--- config.mk ---
export PLATFORM = sky130hd
export DESIGN_NAME = gb80_alu_seq
export DESIGN_NICKNAME = d
export VERILOG_FILES = /design/src/rtl/gb80_pkg.sv /design/src/rtl/gb80_alu_seq_flags.sv /design/src/rtl/gb80_alu_seq.sv
export SDC_FILE = /design/constraint.sdc
export NUM_CORES = 1
export LEC_CHECK = 0
export ABC_AREA = 1
export BUFFER_PORTS_ARGS = -buffer_cell sky130_fd_sc_hd__buf_4
export CORE_ASPECT_RATIO = 1.25
export CORE_UTILIZATION = 34
export CTS_BUF_LIST = sky130_fd_sc_hd__clkbuf_2 sky130_fd_sc_hd__clkbuf_4 sky130_fd_sc_hd__clkbuf_8
export DETAILED_ROUTE_END_ITERATION = 16
export PLACE_DENSITY = 0.69
export SYNTH_ARGS = -nofsm -noshare
export SYNTH_HDL_FRONTEND = slang
export SYNTH_SLANG_ARGS = --single-unit
--- constraint.sdc ---
create_clock -name i_clk -period 1.8 [get_ports i_clk]
set_clock_uncertainty 0.05 [all_clocks]
set_input_delay 0 -clock i_clk [delete_from_list [all_inputs] [get_ports i_clk]]
set_output_delay 0 -clock i_clk [all_outputs]
set_load 0.01 [all_outputs]
--- src/rtl/gb80_pkg.sv ---
// Shared GB80 ALU definitions: opcodes, flag bit positions, sequencer states.
// Constants only; no logic, no latency, no flow control.
package gb80_pkg;

  localparam logic [2:0] OP_ADD = 3'd0;
  localparam logic [2:0] OP_ADC = 3'd1;
  localparam logic [2:0] OP_SUB = 3'd2;
  localparam logic [2:0] OP_SBC = 3'd3;
  localparam logic [2:0] OP_AND = 3'd4;
  localparam logic [2:0] OP_XOR = 3'd5;
  localparam logic [2:0] OP_OR  = 3'd6;
  localparam logic [2:0] OP_CP  = 3'd7;

  localparam int FLAG_Z = 3;
  localparam int FLAG_N = 2;
  localparam int FLAG_H = 1;
  localparam int FLAG_C = 0;

  typedef enum logic [1:0] {
    ST_IDLE = 2'd0,
    ST_LO   = 2'd1,
    ST_HI   = 2'd2,
    ST_RESP = 2'd3
  } seq_state_e;

endpackage

--- src/rtl/gb80_alu_seq_flags.sv ---
// Combinational Z/N/H/C assembly for one ALU pass (8-bit op, or high pass of a wide op).
// Zero latency; no flow control.
module gb80_alu_seq_flags
  import gb80_pkg::*;
#(
  parameter int OPCODE_WIDTH = 3,
  parameter int DATA_WIDTH   = 8
) (
  input  logic [OPCODE_WIDTH-1:0] i_op,
  input  logic                    i_wide,
  input  logic [DATA_WIDTH-1:0]   i_result,
  input  logic                    i_half,
  input  logic                    i_carry,
  input  logic                    i_z_in,
  output logic [3:0]              o_flags
);

  always_comb begin
    o_flags         = '0;
    o_flags[FLAG_H] = i_half;
    o_flags[FLAG_C] = i_carry;
    if (i_wide) begin
      // 16-bit adds leave Z as the core had it
      o_flags[FLAG_Z] = i_z_in;
      o_flags[FLAG_N] = (i_op == OPCODE_WIDTH'(OP_SUB));
    end else begin
      o_flags[FLAG_Z] = (i_result == '0);
      o_flags[FLAG_N] = (i_op == OPCODE_WIDTH'(OP_SUB)) ||
                        (i_op == OPCODE_WIDTH'(OP_SBC)) ||
                        (i_op == OPCODE_WIDTH'(OP_CP));
    end
  end

endmodule

--- src/rtl/gb80_alu_seq.sv ---
// GB80 ALU sequencer; 16-bit ADD/SUB two-pass path built only with GB80_ALU_SEQ_WIDE_EN.
// Response after 2 cycles (8-bit), 3 (wide), 1 (illegal); one request at a time, response held until i_rsp_ready.
module gb80_alu_seq
  import gb80_pkg::*;
#(
  parameter int OPCODE_WIDTH = 3,
  parameter int DATA_WIDTH   = 8
) (
  input  logic                    i_clk,
  input  logic                    i_rst_n,
  input  logic                    i_req_valid,
  output logic                    o_req_ready,
  input  logic [OPCODE_WIDTH-1:0] i_req_op,
  input  logic                    i_req_wide,
  input  logic [2*DATA_WIDTH-1:0] i_req_a,
  input  logic [2*DATA_WIDTH-1:0] i_req_b,
  input  logic [3:0]              i_flags,
  output logic [DATA_WIDTH-1:0]   o_alu_a,
  output logic [DATA_WIDTH-1:0]   o_alu_b,
  output logic [OPCODE_WIDTH-1:0] o_alu_op,
  output logic                    o_alu_cin,
  input  logic [DATA_WIDTH-1:0]   i_alu_result,
  input  logic                    i_alu_half,
  input  logic                    i_alu_carry,
  output logic                    o_rsp_valid,
  input  logic                    i_rsp_ready,
  output logic [2*DATA_WIDTH-1:0] o_rsp_data,
  output logic [3:0]              o_rsp_flags,
  output logic                    o_rsp_err
);

  localparam int DW = DATA_WIDTH;
`ifdef GB80_ALU_SEQ_WIDE_EN
  localparam int CW = 2 * DW;
`else
  localparam int CW = DW;
`endif

  seq_state_e              state_q, state_d;
  logic [OPCODE_WIDTH-1:0] op_q, op_d;
  logic [CW-1:0]           a_q, a_d, b_q, b_d;
  logic                    c_q, c_d;
  logic [2*DW-1:0]         rsp_data_q, rsp_data_d;
  logic [3:0]              rsp_flags_q, rsp_flags_d;
  logic                    rsp_err_q, rsp_err_d;
  logic                    req_illegal;
  logic                    lo_is_wide;
  logic                    pass_wide;
  logic                    pass_z_in;
  logic [3:0]              pass_flags;

`ifdef GB80_ALU_SEQ_WIDE_EN
  logic          wide_q, wide_d;
  logic          z_q, z_d;
  logic [DW-1:0] lo_q, lo_d;
  logic          carry_lo_q, carry_lo_d;

  assign req_illegal = i_req_wide &&
                       !((i_req_op == OPCODE_WIDTH'(OP_ADD)) || (i_req_op == OPCODE_WIDTH'(OP_SUB)));
  assign lo_is_wide  = wide_q;
  assign pass_wide   = (state_q == ST_HI);
  assign pass_z_in   = z_q;
`else
  logic unused_hi;
  assign unused_hi   = ^{i_req_a[2*DW-1:DW], i_req_b[2*DW-1:DW]};
  assign req_illegal = i_req_wide;
  assign lo_is_wide  = 1'b0;
  assign pass_wide   = 1'b0;
  assign pass_z_in   = 1'b0;
`endif

  gb80_alu_seq_flags #(
    .OPCODE_WIDTH(OPCODE_WIDTH),
    .DATA_WIDTH  (DATA_WIDTH)
  ) u_flags (
    .i_op    (op_q),
    .i_wide  (pass_wide),
    .i_result(i_alu_result),
    .i_half  (i_alu_half),
    .i_carry (i_alu_carry),
    .i_z_in  (pass_z_in),
    .o_flags (pass_flags)
  );

  always_comb begin
    state_d     = state_q;
    op_d        = op_q;
    a_d         = a_q;
    b_d         = b_q;
    c_d         = c_q;
    rsp_data_d  = rsp_data_q;
    rsp_flags_d = rsp_flags_q;
    rsp_err_d   = rsp_err_q;
`ifdef GB80_ALU_SEQ_WIDE_EN
    wide_d      = wide_q;
    z_d         = z_q;
    lo_d        = lo_q;
    carry_lo_d  = carry_lo_q;
`endif
    o_req_ready = 1'b0;
    o_rsp_valid = 1'b0;
    o_alu_a     = '0;
    o_alu_b     = '0;
    o_alu_op    = '0;
    o_alu_cin   = 1'b0;

    case (state_q)
      ST_IDLE: begin
        o_req_ready = 1'b1;
        if (i_req_valid) begin
          op_d = i_req_op;
          a_d  = i_req_a[CW-1:0];
          b_d  = i_req_b[CW-1:0];
          c_d  = i_flags[FLAG_C];
`ifdef GB80_ALU_SEQ_WIDE_EN
          wide_d = i_req_wide;
          z_d    = i_flags[FLAG_Z];
`endif
          if (req_illegal) begin
            rsp_data_d  = '0;
            rsp_flags_d = i_flags;
            rsp_err_d   = 1'b1;
            state_d     = ST_RESP;
          end else begin
            rsp_err_d = 1'b0;
            state_d   = ST_LO;
          end
        end
      end

      ST_LO: begin
        o_alu_a   = a_q[DW-1:0];
        o_alu_b   = b_q[DW-1:0];
        o_alu_op  = op_q;
        o_alu_cin = c_q;
        if (lo_is_wide) begin
`ifdef GB80_ALU_SEQ_WIDE_EN
          lo_d       = i_alu_result;
          carry_lo_d = i_alu_carry;
          state_d    = ST_HI;
`endif
        end else begin
          // CP only sets flags; the accumulator comes back untouched
          rsp_data_d  = {{DW{1'b0}},
                         (op_q == OPCODE_WIDTH'(OP_CP)) ? a_q[DW-1:0] : i_alu_result};
          rsp_flags_d = pass_flags;
          state_d     = ST_RESP;
        end
      end

      ST_HI: begin
`ifdef GB80_ALU_SEQ_WIDE_EN
        o_alu_a     = a_q[CW-1:DW];
        o_alu_b     = b_q[CW-1:DW];
        o_alu_op    = (op_q == OPCODE_WIDTH'(OP_SUB)) ? OPCODE_WIDTH'(OP_SBC) : OPCODE_WIDTH'(OP_ADC);
        o_alu_cin   = carry_lo_q;
        rsp_data_d  = {i_alu_result, lo_q};
        rsp_flags_d = pass_flags;
        state_d     = ST_RESP;
`else
        state_d     = ST_IDLE;
`endif
      end

      ST_RESP: begin
        o_rsp_valid = 1'b1;
        if (i_rsp_ready) begin
          state_d = ST_IDLE;
        end
      end

      default: state_d = ST_IDLE;
    endcase
  end

  always_ff @(posedge i_clk or negedge i_rst_n) begin
    if (!i_rst_n) begin
      state_q     <= ST_IDLE;
      op_q        <= '0;
      a_q         <= '0;
      b_q         <= '0;
      c_q         <= 1'b0;
      rsp_data_q  <= '0;
      rsp_flags_q <= '0;
      rsp_err_q   <= 1'b0;
`ifdef GB80_ALU_SEQ_WIDE_EN
      wide_q      <= 1'b0;
      z_q         <= 1'b0;
      lo_q        <= '0;
      carry_lo_q  <= 1'b0;
`endif
    end else begin
      state_q     <= state_d;
      op_q        <= op_d;
      a_q         <= a_d;
      b_q         <= b_d;
      c_q         <= c_d;
      rsp_data_q  <= rsp_data_d;
      rsp_flags_q <= rsp_flags_d;
      rsp_err_q   <= rsp_err_d;
`ifdef GB80_ALU_SEQ_WIDE_EN
      wide_q      <= wide_d;
      z_q         <= z_d;
      lo_q        <= lo_d;
      carry_lo_q  <= carry_lo_d;
`endif
    end
  end

  assign o_rsp_data  = rsp_data_q;
  assign o_rsp_flags = rsp_flags_q;
  assign o_rsp_err   = rsp_err_q;

endmodule

==> flow_summary.yaml <==
final_layout:
  n_fill_cell: 534
  syn2layout_area_growth_pct: 52.5
  area.sequential_um2: 876
  layoutNonFillerInstCount: 392
  multi_input_comb_area_um2: 820
  diodes_inserted: 0
  finalCoreUtilization_pct: 53.6
  layout_cells_sized_above_1_pct: 40.5
  num-nets-final: 381
  finish.instance_area_um2: 2900
setup_path:
  cp_slowest_cell: "dlygate4sd3_1"
  minimum_setup_slack_among_reg_to_reg_paths_ps: 280
  worst-path-max-fanout: 5
  timing.rr.end: "o_rsp_err"
  timing.reg2reg.worst_path_depth: 4
  crit_path_leading_delay_family: "buffers and inverters"
  cp_data_required_time_ps: 1970
  worstSetupPathDepth: 4
  worst_r2r_startpoint: "state_q[0]"
  timing.critical_path.cells: "nor2_2 > nand3_1 > dlygate4sd3_1 > nand2_1"
  category_of_the_most_critical_setup_path: "flip-flop to flip-flop"
  timing.critical_path.from_type: "flip-flop"
  critical_path_arrival_ps: 1690
  critical_path.n_buffers_inverters: 1
  setup.worst_path.start: "state_q[0]"
  worstSetupEndpointType: "flip-flop"
  last_element_of_the_critical_path: "o_rsp_err"
  critPathMaxStageDelay_ps: 560
routing:
  antenna_left: 0
  total_number_of_vias: 1718
  detail_route.vias_per_cell: 4.38
  route.detailed.drc: 0
  drt_pass1_iterations: 6
  dr_wl_cell_um: 12.0
  violation_count_after_the_first_detailed_routing_iteration: 72
  wirelength_routed_um: 4690
clocking:
  cts_inserted_buffers: 5
  post_cts_repair_timing_setup_buffer_count: 0
  cts_max_level: 2
  post_cts_resized: 0
  cts_tree: "yes"
  clock_sink_count: 35
  clock_insertion_delay_worst_skew_ps: 280
  cts-root-to-sink-buffers: 2
  library_cell_used_as_clock_root_buffer: "clkbuf_8"
  worst_path_clk_slew_ps: 70
power:
  clock_power_share_pct: 13.3
  power.share.combinational_pct: 55.5
  share_seq_of_total_power_pct: 31.2
  max-vdd-ir-drop_mv: 0.640
  p_sw_share_pct: 41.7
  power.density_cell_area_nw_per_um2: 1480
  p_int_w: 0.00250
  leakagePower_nw: 1.49
  netSwitchingPower_w: 0.00179
yosys:
  synthArstFlopShare_pct: 100
  synth_cell_types: 23
  syn_inst: 216
  synth_ff_type: "dfrtp_1"
  netlist_area_um2: 1900
  yosys_warns: 0
  post_synth.cell_area_avg_um2: 8.80
  ys_seq_area_share_pct: 46.1
  flip_flop_and_latch_count_after_synthesis: 35
  synth_edf_count: 0
die:
  placement_rows: 30
  fp.coreArea_um2: 5410
  die-area_um2: 5890
  die_h_um: 85.6
  floorplan.die.width_um: 68.9
  start_util_pct: 35.2
  boundaryPins: 97
status:
  result_of_the_run: "finished clean"
grt:
  global_route_wire_length_before_repair_um: 7300
  grt_pass1_vias: 1616
  use_met3_pct: 3.19
  gr-usage-all-layers_pct: 16.9
  grt_overflow_total: 0
  grt_start_max_net_pins: 36
  grt_antenna_before_repair: 0
  globalRoute.busiestLayer: "met2"
  use_met2_pct: 29.3
  grt.met1_usage_pct: 19.3
timing:
  timing.final.setup_violations: 0
  post_route_setup_tns_ps: 0
  hold_slack_ps: 19.9
  slew_violations: 0
  finalCriticalPeriod_ps: 1520
  fin_crit_sh_pct: 84.7
  hold_violations: 0
  grt_setup_unrepaired: "false"
  max_freq_ghz: 0.656
placed_design:
  i_o_buffers: 72
  numPlacedInstances: 346
  routability_driven_placement_congestion_ratio: 0.673
  place_area_um2: 2430
  place_hpwl_um: 3000
min_path:
  worstHoldPathType: "input port to flip-flop"
job:
  max_cap_viols: 0
[kinds of logic after synthesis]
kind of cell | count (synthesis) | share of synthesized area [%]
buf+inv | 40 | 12.2
other cells | 1 | 0.197
simple gates | 107 | 28.2
compound gates | 33 | 13.3
flops | 35 | 46.1
[area by class of cell]
type                       count  area share [%]
clock buffer                   7            2.89
clock inverter                 1           0.173
multi-input combinational    148            28.3
sequential                    35            30.2
tap                           64            2.76
timing repair buffer         113            32.6
inverter                      24            3.11
[cell usage in the layout, fill, tap and decap left out, types with 5 or more instances in the layout]
cell type and count:
a21oi_2 19, buf_4 75, clkbuf_8 5, conb_1 8, dfrtp_1 35, dlygate4sd3_1 38, inv_1 21, nand2_1 47
nor2_1 29, nor2_2 13, nor2_4 9, o21ai_0 9
[synthesized netlist by cell type, types with 2 or more instances]
cell type / n / share of area [%]
inv_1: 21 / 4.1
nor2_1: 29 / 5.7
nor2_2: 13 / 4.3
o21a_1: 2 / 0.79
o21ai_0: 9 / 2.4
a21oi_2: 19 / 8.8
nand2_4: 2 / 1.2
buf_4: 9 / 3.6
nand3_1: 4 / 1.1
dfrtp_1: 35 / 46
nor2_4: 9 / 5.3
inv_2: 3 / 0.59
buf_6: 4 / 2.4
nand2_1: 47 / 9.3
nand3_2: 2 / 1.1
[flip-flops by register name, indices dropped and copies added, names as in the netlist]
signal	count
o_rsp_data	8
state_q	2
o_rsp_err	1
op_q	3
c_q	1
a_q	8
o_rsp_flags	4
b_q	8
[power groups by stage]
stage / registers, W / clock network, W / logic (W)
after floorplan: 0.00139 / 0 / 0.00142
after global placement: 0.00135 / 0 / 0.00227
after detailed placement: 0.00136 / 0 / 0.00231
after CTS: 0.00134 / 0.000602 / 0.00241
after global routing: 0.00138 / 0.000624 / 0.00267
final: 0.00134 / 0.000573 / 0.00238
[per-layer routing]
metal  wire (um)  up-vias
met2        2350       65
li1            -      863
met3         252        9
met1        1990      781
met5           0        -
met4         102        0
[worst min path at each step]
stage                         end       startpoint  cells after the start
detailed placement         a_q[5]          i_rst_n                      1
CTS                 o_rsp_data[3]  i_alu_result[3]                      5
finish              o_rsp_data[3]  i_alu_result[3]                      5
global placement           a_q[0]          i_rst_n                      1
global route        o_rsp_data[3]  i_alu_result[3]                      5
floorplan                  a_q[0]          i_rst_n                      0
[timing repair]
| item | 4_1_cts | 5_1_grt |
|---|---|---|
| hold endpoints to repair | 69 | 0 |
| endpoints found under the setup margin | 0 | 0 |
| hold buffers | 38 | 0 |
[worst reg2reg max path, stage by stage (launching register included)]
cell	delay, ps
dfrtp_1	470
nor2_2	230
nand3_1	90
dlygate4sd3_1	560
nand2_1	70
[per-stage QoR]
stage	setup slack, ps	power, W
6_report	275	0.00430
3_3_place_gp	416	0.00362
4_1_cts	283	0.00435
3_5_place_dp	373	0.00367
5_1_grt	187	0.00468
2_1_floorplan	551	0.00281
(Power assumes the default switching activity.)
